File: src/rtl/vga_pkg.sv
`default_nettype none
// +--------------------------------------------------------------------+
// | Package : vga_pkg                                                  |
// | Shared constants for the VGA logo path: coordinate width, default  |
// | scroll bounds and the logo scroller state encoding.                |
// | Revision: 1.0  initial release                                     |
// +--------------------------------------------------------------------+
package vga_pkg;

  // Horizontal coordinate width shared with the letter painters
  localparam int COORD_W = 11;

  // Default scroll geometry
  localparam int DEF_MAX_DELT     = 200;
  localparam int DEF_STEP         = 2;
  localparam int DEF_DWELL_FRAMES = 30;

  // Scroller state encoding
  typedef logic [2:0] state_t;
  localparam state_t ST_IDLE    = 3'd0;
  localparam state_t ST_RIGHT   = 3'd1;
  localparam state_t ST_DWELL_R = 3'd2;
  localparam state_t ST_LEFT    = 3'd3;
  localparam state_t ST_DWELL_L = 3'd4;

  function automatic logic is_dwell(input state_t st);
    return (st == ST_DWELL_R) || (st == ST_DWELL_L);
  endfunction

endpackage
`default_nettype wire

File: src/rtl/logo_scroll_ctrl_if.sv
`default_nettype none
// +--------------------------------------------------------------------+
// | Interface : logo_scroll_ctrl_if                                    |
// | Control/result bundle between VGA timing, the logo scroller and    |
// | the letter painters.                                               |
// |   enable, hold, frame_start, speed : controls into the scroller    |
// |   delt, dir, at_edge               : scroller outputs              |
// | master drives the controls, slave (the scroller) drives results.   |
// | Revision: 1.0  initial release                                     |
// +--------------------------------------------------------------------+
interface logo_scroll_ctrl_if;
  import vga_pkg::*;

  logic               enable;
  logic               hold;
  logic               frame_start;
  logic [3:0]         speed;
  logic [COORD_W-1:0] delt;
  logic               dir;
  logic               at_edge;

  modport master (
    output enable, hold, frame_start, speed,
    input  delt, dir, at_edge
  );

  modport slave (
    input  enable, hold, frame_start, speed,
    output delt, dir, at_edge
  );

endinterface
`default_nettype wire

File: src/rtl/logo_scroll_ctrl_divider.sv
`default_nettype none
// +--------------------------------------------------------------------+
// | Module : frame_divider                                             |
// | 4-bit programmable modulo counter. Each tick advances the count;   |
// | a tick seen while the count has reached speed is a due step and    |
// | returns the count to 0.                                            |
// |   clk, rst   : clock, asynchronous active-high reset               |
// |   tick_i     : one qualified frame event                           |
// |   clear_i    : synchronous clear (wins over tick_i)                |
// |   speed_i    : frames per step minus 1                             |
// |   due_o      : combinational, high on the tick that is a step      |
// | Revision: 1.0  initial release                                     |
// +--------------------------------------------------------------------+
module frame_divider
  import vga_pkg::*;
(
  input  wire logic       clk,
  input  wire logic       rst,
  input  wire logic       tick_i,
  input  wire logic       clear_i,
  input  wire logic [3:0] speed_i,
  output logic            due_o
);

  logic [3:0] cnt_q;
  logic [3:0] cnt_d;
  logic       at_limit;

  // ">=" rather than "==" so that lowering speed below the current count
  // makes the very next tick a step instead of wrapping through 15.
  assign at_limit = (cnt_q >= speed_i);
  assign due_o    = tick_i & ~clear_i & at_limit;

  always_comb begin
    cnt_d = cnt_q;
    if (clear_i) begin
      cnt_d = 4'd0;
    end else if (tick_i) begin
      cnt_d = at_limit ? 4'd0 : cnt_q + 4'd1;
    end
  end

  always_ff @(posedge clk or posedge rst) begin
    if (rst) begin
      cnt_q <= 4'd0;
    end else begin
      cnt_q <= cnt_d;
    end
  end

endmodule
`default_nettype wire

File: src/rtl/logo_scroll_ctrl.sv
`default_nettype none
// +--------------------------------------------------------------------+
// | Module : logo_scroll_ctrl                                          |
// | Produces the horizontal logo offset delt, bouncing between 0 and   |
// | MAX_DELT with a dwell at each end. delt only changes the cycle     |
// | after a qualified frame_start, so painters never see a torn frame. |
// |   clk, rst  : clock, asynchronous active-high reset                |
// |   scroll_if : slave side of logo_scroll_ctrl_if                    |
// |               in : enable, hold, frame_start, speed[3:0]           |
// |               out: delt[10:0], dir, at_edge (all registered)       |
// | Revision: 1.0  initial release                                     |
// +--------------------------------------------------------------------+
module logo_scroll_ctrl
  import vga_pkg::*;
#(
  parameter int MAX_DELT     = DEF_MAX_DELT,
  parameter int STEP         = DEF_STEP,
  parameter int DWELL_FRAMES = DEF_DWELL_FRAMES
) (
  input wire logic          clk,
  input wire logic          rst,
  logo_scroll_ctrl_if.slave scroll_if
);

  localparam logic [11:0]        MAX_W12  = 12'(MAX_DELT);
  localparam logic [11:0]        STEP_W12 = 12'(STEP);
  localparam logic [COORD_W-1:0] MAX_C    = COORD_W'(MAX_DELT);
  localparam logic [COORD_W-1:0] STEP_C   = COORD_W'(STEP);
  localparam logic [8:0]         DWELL_W9 = 9'(DWELL_FRAMES);
  localparam logic               NO_DWELL = (DWELL_FRAMES == 0);

  state_t             state_q, state_d;
  logic [COORD_W-1:0] delt_q,  delt_d;
  logic               dir_q,   dir_d;
  logic               at_edge_q, at_edge_d;
  logic [7:0]         dwell_q, dwell_d;

  logic               ev;
  logic               due;
  logic               moving;
  logic               dwell_last;
  logic               clamp_hi;
  logic               clamp_lo;
  state_t             eff_state;
  logic [11:0]        sum_w;

  assign ev = scroll_if.frame_start & scroll_if.enable & ~scroll_if.hold;

  // An event arriving in IDLE is handled as if already in the motion state
  // selected by dir, so the first event after enable can already step.
  assign eff_state = (state_q == ST_IDLE) ? (dir_q ? ST_LEFT : ST_RIGHT) : state_q;
  assign moving    = (eff_state == ST_RIGHT) || (eff_state == ST_LEFT);

  // 12-bit sum so delt + STEP near 2047 cannot wrap
  assign sum_w      = {1'b0, delt_q} + STEP_W12;
  assign clamp_hi   = (sum_w >= MAX_W12);
  assign clamp_lo   = (delt_q <= STEP_C);
  assign dwell_last = (({1'b0, dwell_q} + 9'd1) == DWELL_W9);

  // The divider only runs while moving; dwell ignores speed.
  frame_divider u_div (
    .clk     (clk),
    .rst     (rst),
    .tick_i  (ev & moving),
    .clear_i (~scroll_if.enable & ~scroll_if.hold),
    .speed_i (scroll_if.speed),
    .due_o   (due)
  );

  // State and output registers
  always_ff @(posedge clk or posedge rst) begin
    if (rst) begin
      state_q   <= ST_IDLE;
      delt_q    <= '0;
      dir_q     <= 1'b0;
      at_edge_q <= 1'b0;
      dwell_q   <= 8'd0;
    end else begin
      state_q   <= state_d;
      delt_q    <= delt_d;
      dir_q     <= dir_d;
      at_edge_q <= at_edge_d;
      dwell_q   <= dwell_d;
    end
  end

  // Next-state logic. hold freezes everything, including a pending disable.
  always_comb begin
    state_d = state_q;
    if (!scroll_if.hold) begin
      if (!scroll_if.enable) begin
        state_d = ST_IDLE;
      end else if (ev) begin
        state_d = eff_state;
        case (eff_state)
          ST_RIGHT:   if (due && clamp_hi) state_d = NO_DWELL ? ST_LEFT : ST_DWELL_R;
          ST_LEFT:    if (due && clamp_lo) state_d = NO_DWELL ? ST_RIGHT : ST_DWELL_L;
          ST_DWELL_R: if (dwell_last) state_d = ST_LEFT;
          ST_DWELL_L: if (dwell_last) state_d = ST_RIGHT;
          default:    state_d = ST_IDLE;
        endcase
      end
    end
  end

  // Output / datapath logic
  always_comb begin
    delt_d  = delt_q;
    dir_d   = dir_q;
    dwell_d = dwell_q;
    if (!scroll_if.hold) begin
      if (!scroll_if.enable) begin
        dwell_d = 8'd0;
      end else if (ev) begin
        case (eff_state)
          ST_RIGHT: begin
            if (due) begin
              if (clamp_hi) begin
                delt_d  = MAX_C;
                dwell_d = 8'd0;
                if (NO_DWELL) dir_d = 1'b1;
              end else begin
                delt_d = sum_w[COORD_W-1:0];
              end
            end
          end
          ST_LEFT: begin
            if (due) begin
              if (clamp_lo) begin
                delt_d  = '0;
                dwell_d = 8'd0;
                if (NO_DWELL) dir_d = 1'b0;
              end else begin
                delt_d = delt_q - STEP_C;
              end
            end
          end
          ST_DWELL_R: begin
            if (dwell_last) begin
              dir_d   = 1'b1;
              dwell_d = 8'd0;
            end else begin
              dwell_d = dwell_q + 8'd1;
            end
          end
          ST_DWELL_L: begin
            if (dwell_last) begin
              dir_d   = 1'b0;
              dwell_d = 8'd0;
            end else begin
              dwell_d = dwell_q + 8'd1;
            end
          end
          default: ;
        endcase
      end
    end
    at_edge_d = is_dwell(state_d);
  end

  assign scroll_if.delt    = delt_q;
  assign scroll_if.dir     = dir_q;
  assign scroll_if.at_edge = at_edge_q;

endmodule
`default_nettype wire

File: src/flat_wrapper.sv
// flat-port wrapper written by rule: the top's interface ports become plain ports
module logo_scroll_ctrl_flat import vga_pkg::*;
#(
  parameter int MAX_DELT     = DEF_MAX_DELT,
  parameter int STEP         = DEF_STEP,
  parameter int DWELL_FRAMES = DEF_DWELL_FRAMES
)
  (clk, rst, scroll_if_enable, scroll_if_hold, scroll_if_frame_start, scroll_if_speed, scroll_if_delt, scroll_if_dir, scroll_if_at_edge);
  logo_scroll_ctrl_if scroll_if_i ();
  input wire logic clk;
  input wire logic rst;
  input wire logic [$bits(scroll_if_i.enable)-1:0] scroll_if_enable;
  input wire logic [$bits(scroll_if_i.hold)-1:0] scroll_if_hold;
  input wire logic [$bits(scroll_if_i.frame_start)-1:0] scroll_if_frame_start;
  input wire logic [$bits(scroll_if_i.speed)-1:0] scroll_if_speed;
  output wire logic [$bits(scroll_if_i.delt)-1:0] scroll_if_delt;
  output wire logic [$bits(scroll_if_i.dir)-1:0] scroll_if_dir;
  output wire logic [$bits(scroll_if_i.at_edge)-1:0] scroll_if_at_edge;
  assign scroll_if_i.enable = scroll_if_enable;
  assign scroll_if_i.hold = scroll_if_hold;
  assign scroll_if_i.frame_start = scroll_if_frame_start;
  assign scroll_if_i.speed = scroll_if_speed;
  assign scroll_if_delt = scroll_if_i.delt;
  assign scroll_if_dir = scroll_if_i.dir;
  assign scroll_if_at_edge = scroll_if_i.at_edge;
  logo_scroll_ctrl #(.MAX_DELT(MAX_DELT), .STEP(STEP), .DWELL_FRAMES(DWELL_FRAMES)) u_core (.clk(clk), .rst(rst), .scroll_if(scroll_if_i));
endmodule
File: config.mk
export PLATFORM = sky130hd
export DESIGN_NAME = logo_scroll_ctrl_flat
export DESIGN_NICKNAME = d
export VERILOG_FILES = /design/src/rtl/vga_pkg.sv /design/src/rtl/logo_scroll_ctrl_if.sv /design/src/rtl/logo_scroll_ctrl_divider.sv /design/src/rtl/logo_scroll_ctrl.sv /design/src/flat_wrapper.sv
export SDC_FILE = /design/constraint.sdc
export NUM_CORES = 1
export LEC_CHECK = 0
export BUFFER_PORTS_ARGS = -buffer_cell sky130_fd_sc_hd__buf_4
export CAP_MARGIN = 25
export CORE_MARGIN = 4
export CORE_UTILIZATION = 50
export CTS_BUF_LIST = sky130_fd_sc_hd__clkbuf_2 sky130_fd_sc_hd__clkbuf_4 sky130_fd_sc_hd__clkbuf_8
export CTS_CLUSTER_SIZE = 16
export DETAILED_ROUTE_END_ITERATION = 7
export PLACE_DENSITY_LB_ADDON = 0.15
export SLEW_MARGIN = 20
export SYNTH_ARGS = -nofsm -noshare
export SYNTH_HDL_FRONTEND = slang
export SYNTH_SLANG_ARGS = --single-unit
export TNS_END_PERCENT = 5
File: constraint.sdc
create_clock -name clk -period 3.6 [get_ports clk]
set_input_delay 0.72 -clock clk [delete_from_list [all_inputs] [get_ports clk]]
set_output_delay 0.72 -clock clk [all_outputs]
set_load 0.03 [all_outputs]
==> results_dict.tcl, run 1 <==
set metrics [dict create \
    nets 272 \
    cp-end-kind "flop" \
    cts-root-buf "clkbuf_8" \
    die_y_um 71.2 \
    fin_skew_ns 0.00388 \
    crit_cells 7 \
    routabilityCongestion 0.863 \
    path_buf_inv 0 \
    crit_chain "or4_4 -> nor4b_4 -> nand2b_1 -> a221oi_2 -> a311oi_4 -> or4b_1 -> o21ai_0" \
    core_mm2 0.00377 \
    finalWorstSetupSlack_ns 0.868 \
    slowest_delay_ns 0.63 \
    drtAntennaViolNets 0 \
    holdCritPathClass "in -> async" \
    overflow 0 \
    syn_area_per_cell_um2 8.46 \
    cts_buffer_depth 2 \
    ios 22 \
    hold_viol_final 0 \
    io_buffers 20 \
    rr_worst_depth 7 \
    synth_cell_type_count 56 \
    insertion_delay_ns 0.28 \
    drt_iter0_drc 113 \
    synth_edf_count 0 \
    finalMaxSlewViolations 0 \
    grt_max_degree 18 \
    vias 1798 \
    worstSetupStartpointType "flop" \
    antenna_cells 0 \
    wl_per_cell_um 15.0 \
    yosysSeqAreaShare 0.339 \
    syn_area_mm2 0.00200 \
    crit_family "simple AND/OR/NAND/NOR gates" \
    dieArea_mm2 0.00507 \
    fill_cells 352 \
    leakage_nw 0.937 \
    maxCapViolCount 0 \
    finalSetupViolations 0 \
    synth_nets 255 \
    cts_repair_resize_count 0 \
    layout-drive-gt1-share 0.147 \
    path_class "reg -> reg" \
    async_reset_ff_frac 1.00 \
    arrival_ns 2.94 \
    status "completed" \
    path_max_fanout 13 \
    wirelength_um 4490 \
    min_period_ns 2.73 \
    fin_crit_sh 0.759 \
    cts_made_buffers 3 \
    syn2layout_area_growth_pct 12.5 \
    clock_sinks 27 \
    crit_required_ns 3.81 \
    postSynthCellCount 236 \
    grt_pass1_wl_um 7670 \
    grt_use_total 0.183 \
    grt_pass1_vias 1614 \
    powerDensity_mw_per_mm2 369 \
    cts_hold_buf 0 \
    path_clk_slew_ns 0.10 \
    dpl.hpwl_um 3330 \
    cts_tree "built" \
    drc 0 \
    tns_ns 0 \
    cts_setup_buffers 0 \
    synth_warnings 0 \
    row_count 22 \
    antenna_found_initial 0 \
    dr.pass1.iters 4 \
    fp.dieW_um 71.2 \
    relSlewSlack 0.497 \
    ir_drop_mv 0.235 \
    fmax_ghz 0.366 \
    h-tree-depth 1 \
    ys_ff_latch 27 \
    avgViaCountPerCell 5.99 \
    rsz0062_at_grt "no" \
    yosys_most_used_dff "dfrtp_1" \
    start_util 0.529 \
    post-place-ws_ns 0.580 \
    crit_slowest_cell "or4_4" \
    worst_slew_pin_slew_ns 0.754 \
]
## metrics by stage
step                instance area [um^2]  power (mW)  hold WS (ns)  instances  utilization
floorplan                           2000       0.570         0.440        236            -
CTS                                 2250       0.834         0.474        300        0.596
global route                        2250       0.878         0.494        300        0.596
global placement                    2170       0.643         0.479        295        0.575
finish                              2250       0.828         0.458        300        0.596
detailed placement                  2200       0.652         0.482        296        0.583
## Yosys cell counts (all sizes together) (3+ instances only)
master  instances  area (um^2)
nor2b           4         25.0
or3             7         43.8
dfrtp          27          676
a21oi          13         65.1
o31ai           3         22.5
clkbuf          8         30.0
and2            3         18.8
xnor2           4         35.0
ha             10          125
nand3          10         50.1
nand2          18         67.6
nor3            7         35.0
a31oi           6         37.5
buf             4         28.8
a221o           4         40.0
nand2b          4         25.0
and3            4         25.0
inv            13         48.8
nor2           20         75.1
o21ai          24          120
## path summary, 6_finish.rpt
check	start	end	slack [ns]
max	u_core.scroll_if.delt[6]	u_core.dwell_q[1]	0.87
min	rst	u_core.dwell_q[4]	0.46
max reg2reg	u_core.scroll_if.delt[6]	u_core.dwell_q[1]	0.87
min reg2reg	u_core.dwell_q[7]	u_core.dwell_q[7]	0.49
max in group asynchronous	rst	u_core.u_div.cnt_q[2]	2.69
min in group clk	u_core.dwell_q[7]	u_core.dwell_q[7]	0.49
## layout by cell type (no fill, tap or decap), types with 6 or more instances in the layout
cell / netlist / layout
nor2_1: 20 / 20
a21oi_1: 13 / 13
buf_4: 1 / 23
dfrtp_1: 27 / 27
or3_1: 7 / 7
nand3_1: 10 / 10
a31oi_1: 6 / 6
ha_1: 10 / 10
inv_1: 13 / 13
o21ai_0: 24 / 24
nor3_1: 7 / 7
nand2_1: 18 / 18
## power by group
group	total, mW	switching (mW)	internal, mW
clock network	0.181	0.102	0.0787
logic	0.275	0.167	0.109
registers	0.372	0.0442	0.327
total	0.828	0.313	0.515
## kinds of logic (layout without fill, tap and decap cells)
group / count (synthesis) / in the layout / share of synthesized area
and+or+nand+nor: 94 / 94 / 0.261
AOI/OAI and AO/OA: 72 / 72 / 0.248
DFF: 27 / 27 / 0.339
buffers and inverters: 25 / 41 / 0.0539
adders and majority gates: 10 / 10 / 0.0627
xor gates and xnor gates: 4 / 4 / 0.0176
muxes: 3 / 3 / 0.0157
other: 1 / 1 / 0.00188
## per-layer routing
metal	GRT usage	vias to the layer above	wire, um
li1	-	896	-
met1	0.263	854	2170
met2	0.291	44	2090
met5	0	-	0
met4	0.0480	0	31
met3	0.0199	4	193
## layout make-up
cell class | instances | area [um^2] | area share
sequential | 27 | 676 | 0.301
clock inverter | 1 | 7.51 | 0.00334
multi-input combinational | 184 | 1210 | 0.540
tap | 48 | 60.1 | 0.0267
timing repair buffer | 24 | 200 | 0.0891
clock buffer | 3 | 41.3 | 0.0184
inverter | 13 | 48.8 | 0.0217
## state kept, by name (all words and copies together), names as in the netlist
register / flops
u_core.scroll_if.dir: 1
u_core.scroll_if.at_edge: 1
u_core.u_div.cnt_q: 4
u_core.scroll_if.delt: 10
u_core.state_q: 3
u_core.dwell_q: 8
Note: power is estimated with default switching activity, not from simulation.
==> run 2: changes to the inputs <==
==> constraint.sdc (replaced) <==
create_clock -name clk -period 2.6 [get_ports clk]
set_input_delay 0.52 -clock clk [delete_from_list [all_inputs] [get_ports clk]]
set_output_delay 0.52 -clock clk [all_outputs]
set_load 0.03 [all_outputs]
==> run 2 against run 1 <==
  * Clock-buffer cell count is the same
  * Sequential cell count unchanged
  * Largest power group unchanged
  * Die area is the same
  * Critical endpoint unchanged
==> results_dict.tcl, run 2 (synthesis results as in run 1) <==
set metrics [dict create \
    multi_input_comb_area_mm2 0.00124 \
    tns_ns 0 \
    nets 299 \
    total_power_mw 1.20 \
    crit_slowest_cell "or4_4" \
    finalSetupViolations 0 \
    min_period_ns 2.44 \
    holdCritPathClass "in -> async" \
    regArea_um2 682 \
    post-place-ws_ns -0.208 \
    overflow 0 \
    antenna_found_initial 0 \
    grt_pass1_wl_um 7650 \
    dr.pass1.iters 4 \
    start_util 0.529 \
    relSlewSlack 0.649 \
    largest_reg_flops 10 \
    crit_chain "or4_4 -> nor4b_4 -> nand2b_4 -> a221oi_2 -> a311oi_4 -> or4b_1 -> o21ai_0" \
    fin_util 0.652 \
    h-tree-depth 1 \
    leakage_nw 1.07 \
    powerDensity_mw_per_mm2 488 \
    clock_sinks 27 \
    antenna_cells 0 \
    hold_viol_final 0 \
    crit_required_ns 2.80 \
    cp-end-kind "flop" \
    slowest_delay_ns 0.59 \
    vias 1885 \
    drtAntennaViolNets 0 \
    finalMaxSlewViolations 0 \
    worstSetupStartpointType "flop" \
    finalWorstSetupSlack_ns 0.159 \
    final_cells 327 \
    maxCapViolCount 0 \
    fp.dieW_um 71.2 \
    dp_cells 322 \
    worst_slew_pin_slew_ns 0.527 \
    wirelength_um 4660 \
    row_count 22 \
    die_y_um 71.2 \
    cts_made_buffers 3 \
    layout_common_cells "buf_4 (51), o21ai_0 (24), dfrtp_1 (22), nor2_1 (20), nand2_1 (18)" \
    arrival_ns 2.64 \
    path_class "reg -> reg" \
    cts_hold_buf 0 \
    cts_buffer_depth 2 \
    path_clk_slew_ns 0.10 \
    dpl.hpwl_um 3560 \
    layout-drive-gt1-share 0.258 \
    io_buffers 20 \
    status "completed" \
    grt_max_degree 28 \
    grt_use_total 0.185 \
    wl_per_cell_um 14.2 \
    ios 22 \
    core_mm2 0.00377 \
    fin_crit_sh 0.939 \
    fill_cells 334 \
    final_common_cell "buf_4" \
    grt_pass1_vias 1748 \
    fmax_ghz 0.410 \
    cts_tree "built" \
    syn2layout_area_growth_pct 23.3 \
    drc 0 \
    fin_skew_ns 0.00531 \
    cts-root-buf "clkbuf_8" \
    path_max_fanout 5 \
    ir_drop_mv 0.317 \
    drt_iter0_drc 104 \
    routabilityCongestion 0.912 \
    rsz0062_at_grt "no" \
    insertion_delay_ns 0.28 \
    rr_worst_depth 7 \
    dieArea_mm2 0.00507 \
    avgViaCountPerCell 5.76 \
]
run 2: changes by cell type in the layout (fill, tap and decap cells not counted), sizes merged:
| cell | before | now |
|---|---|---|
| buf | 24 | 51 |
run 2: power breakdown:
group	internal [mW]	switching [mW]
combinational	0.189	0.261
sequential	0.457	0.0427
clock	0.109	0.141
run 2: final cells by class:
type,count,share of cell area
Timing Repair Buffer,51,0.156
Clock buffer,3,0.0168
Tap cell,48,0.0244
Inverter,13,0.0198
Multi-Input combinational cell,184,0.503
Sequential cell,27,0.277
Clock inverter,1,0.00305
run 2: metrics by stage:
step | area (um^2) | hold slack [ns]
2_1_floorplan | 2010 | 0.440
3_5_place_dp | 2390 | 0.477
5_1_grt | 2460 | 0.357
4_1_cts | 2430 | 0.324
6_report | 2460 | 0.305
3_3_place_gp | 2390 | 0.481
run 2: path summary, 6_finish.rpt:
| kind | startpoint | end | slack [ns] |
|---|---|---|---|
| min in group clk | u_core.u_div.cnt_q[3] | u_core.u_div.cnt_q[3] | 0.49 |
| min reg2reg | u_core.u_div.cnt_q[3] | u_core.u_div.cnt_q[3] | 0.49 |
| min | rst | u_core.dwell_q[4] | 0.30 |
| max | u_core.scroll_if.delt[6] | u_core.dwell_q[1] | 0.16 |
| max in group asynchronous | rst | u_core.scroll_if.delt[1] | 2.01 |
| max reg2reg | u_core.scroll_if.delt[6] | u_core.dwell_q[1] | 0.16 |
run 2: what timing repair did:
item	CTS	global route
gates resized for setup	0	3
endpoints found under the setup margin	0	2
buffers inserted	0	1
run 2: critical path: cells and delay by family, from the launching register on:
kind               cells  cell delay [ns]
AOI/OAI and AO/OA      3             0.47
DFF                    1             0.41
and+or+nand+nor        4             1.48
run 2: per-layer routing:
layer  wire length [um]  up-vias  GRT usage
li1                   -      954          -
met3                170        7     0.0128
met2               2150       41      0.312
met5                  0        -          0
met4                 67        0     0.0543
met1               2270      883      0.252
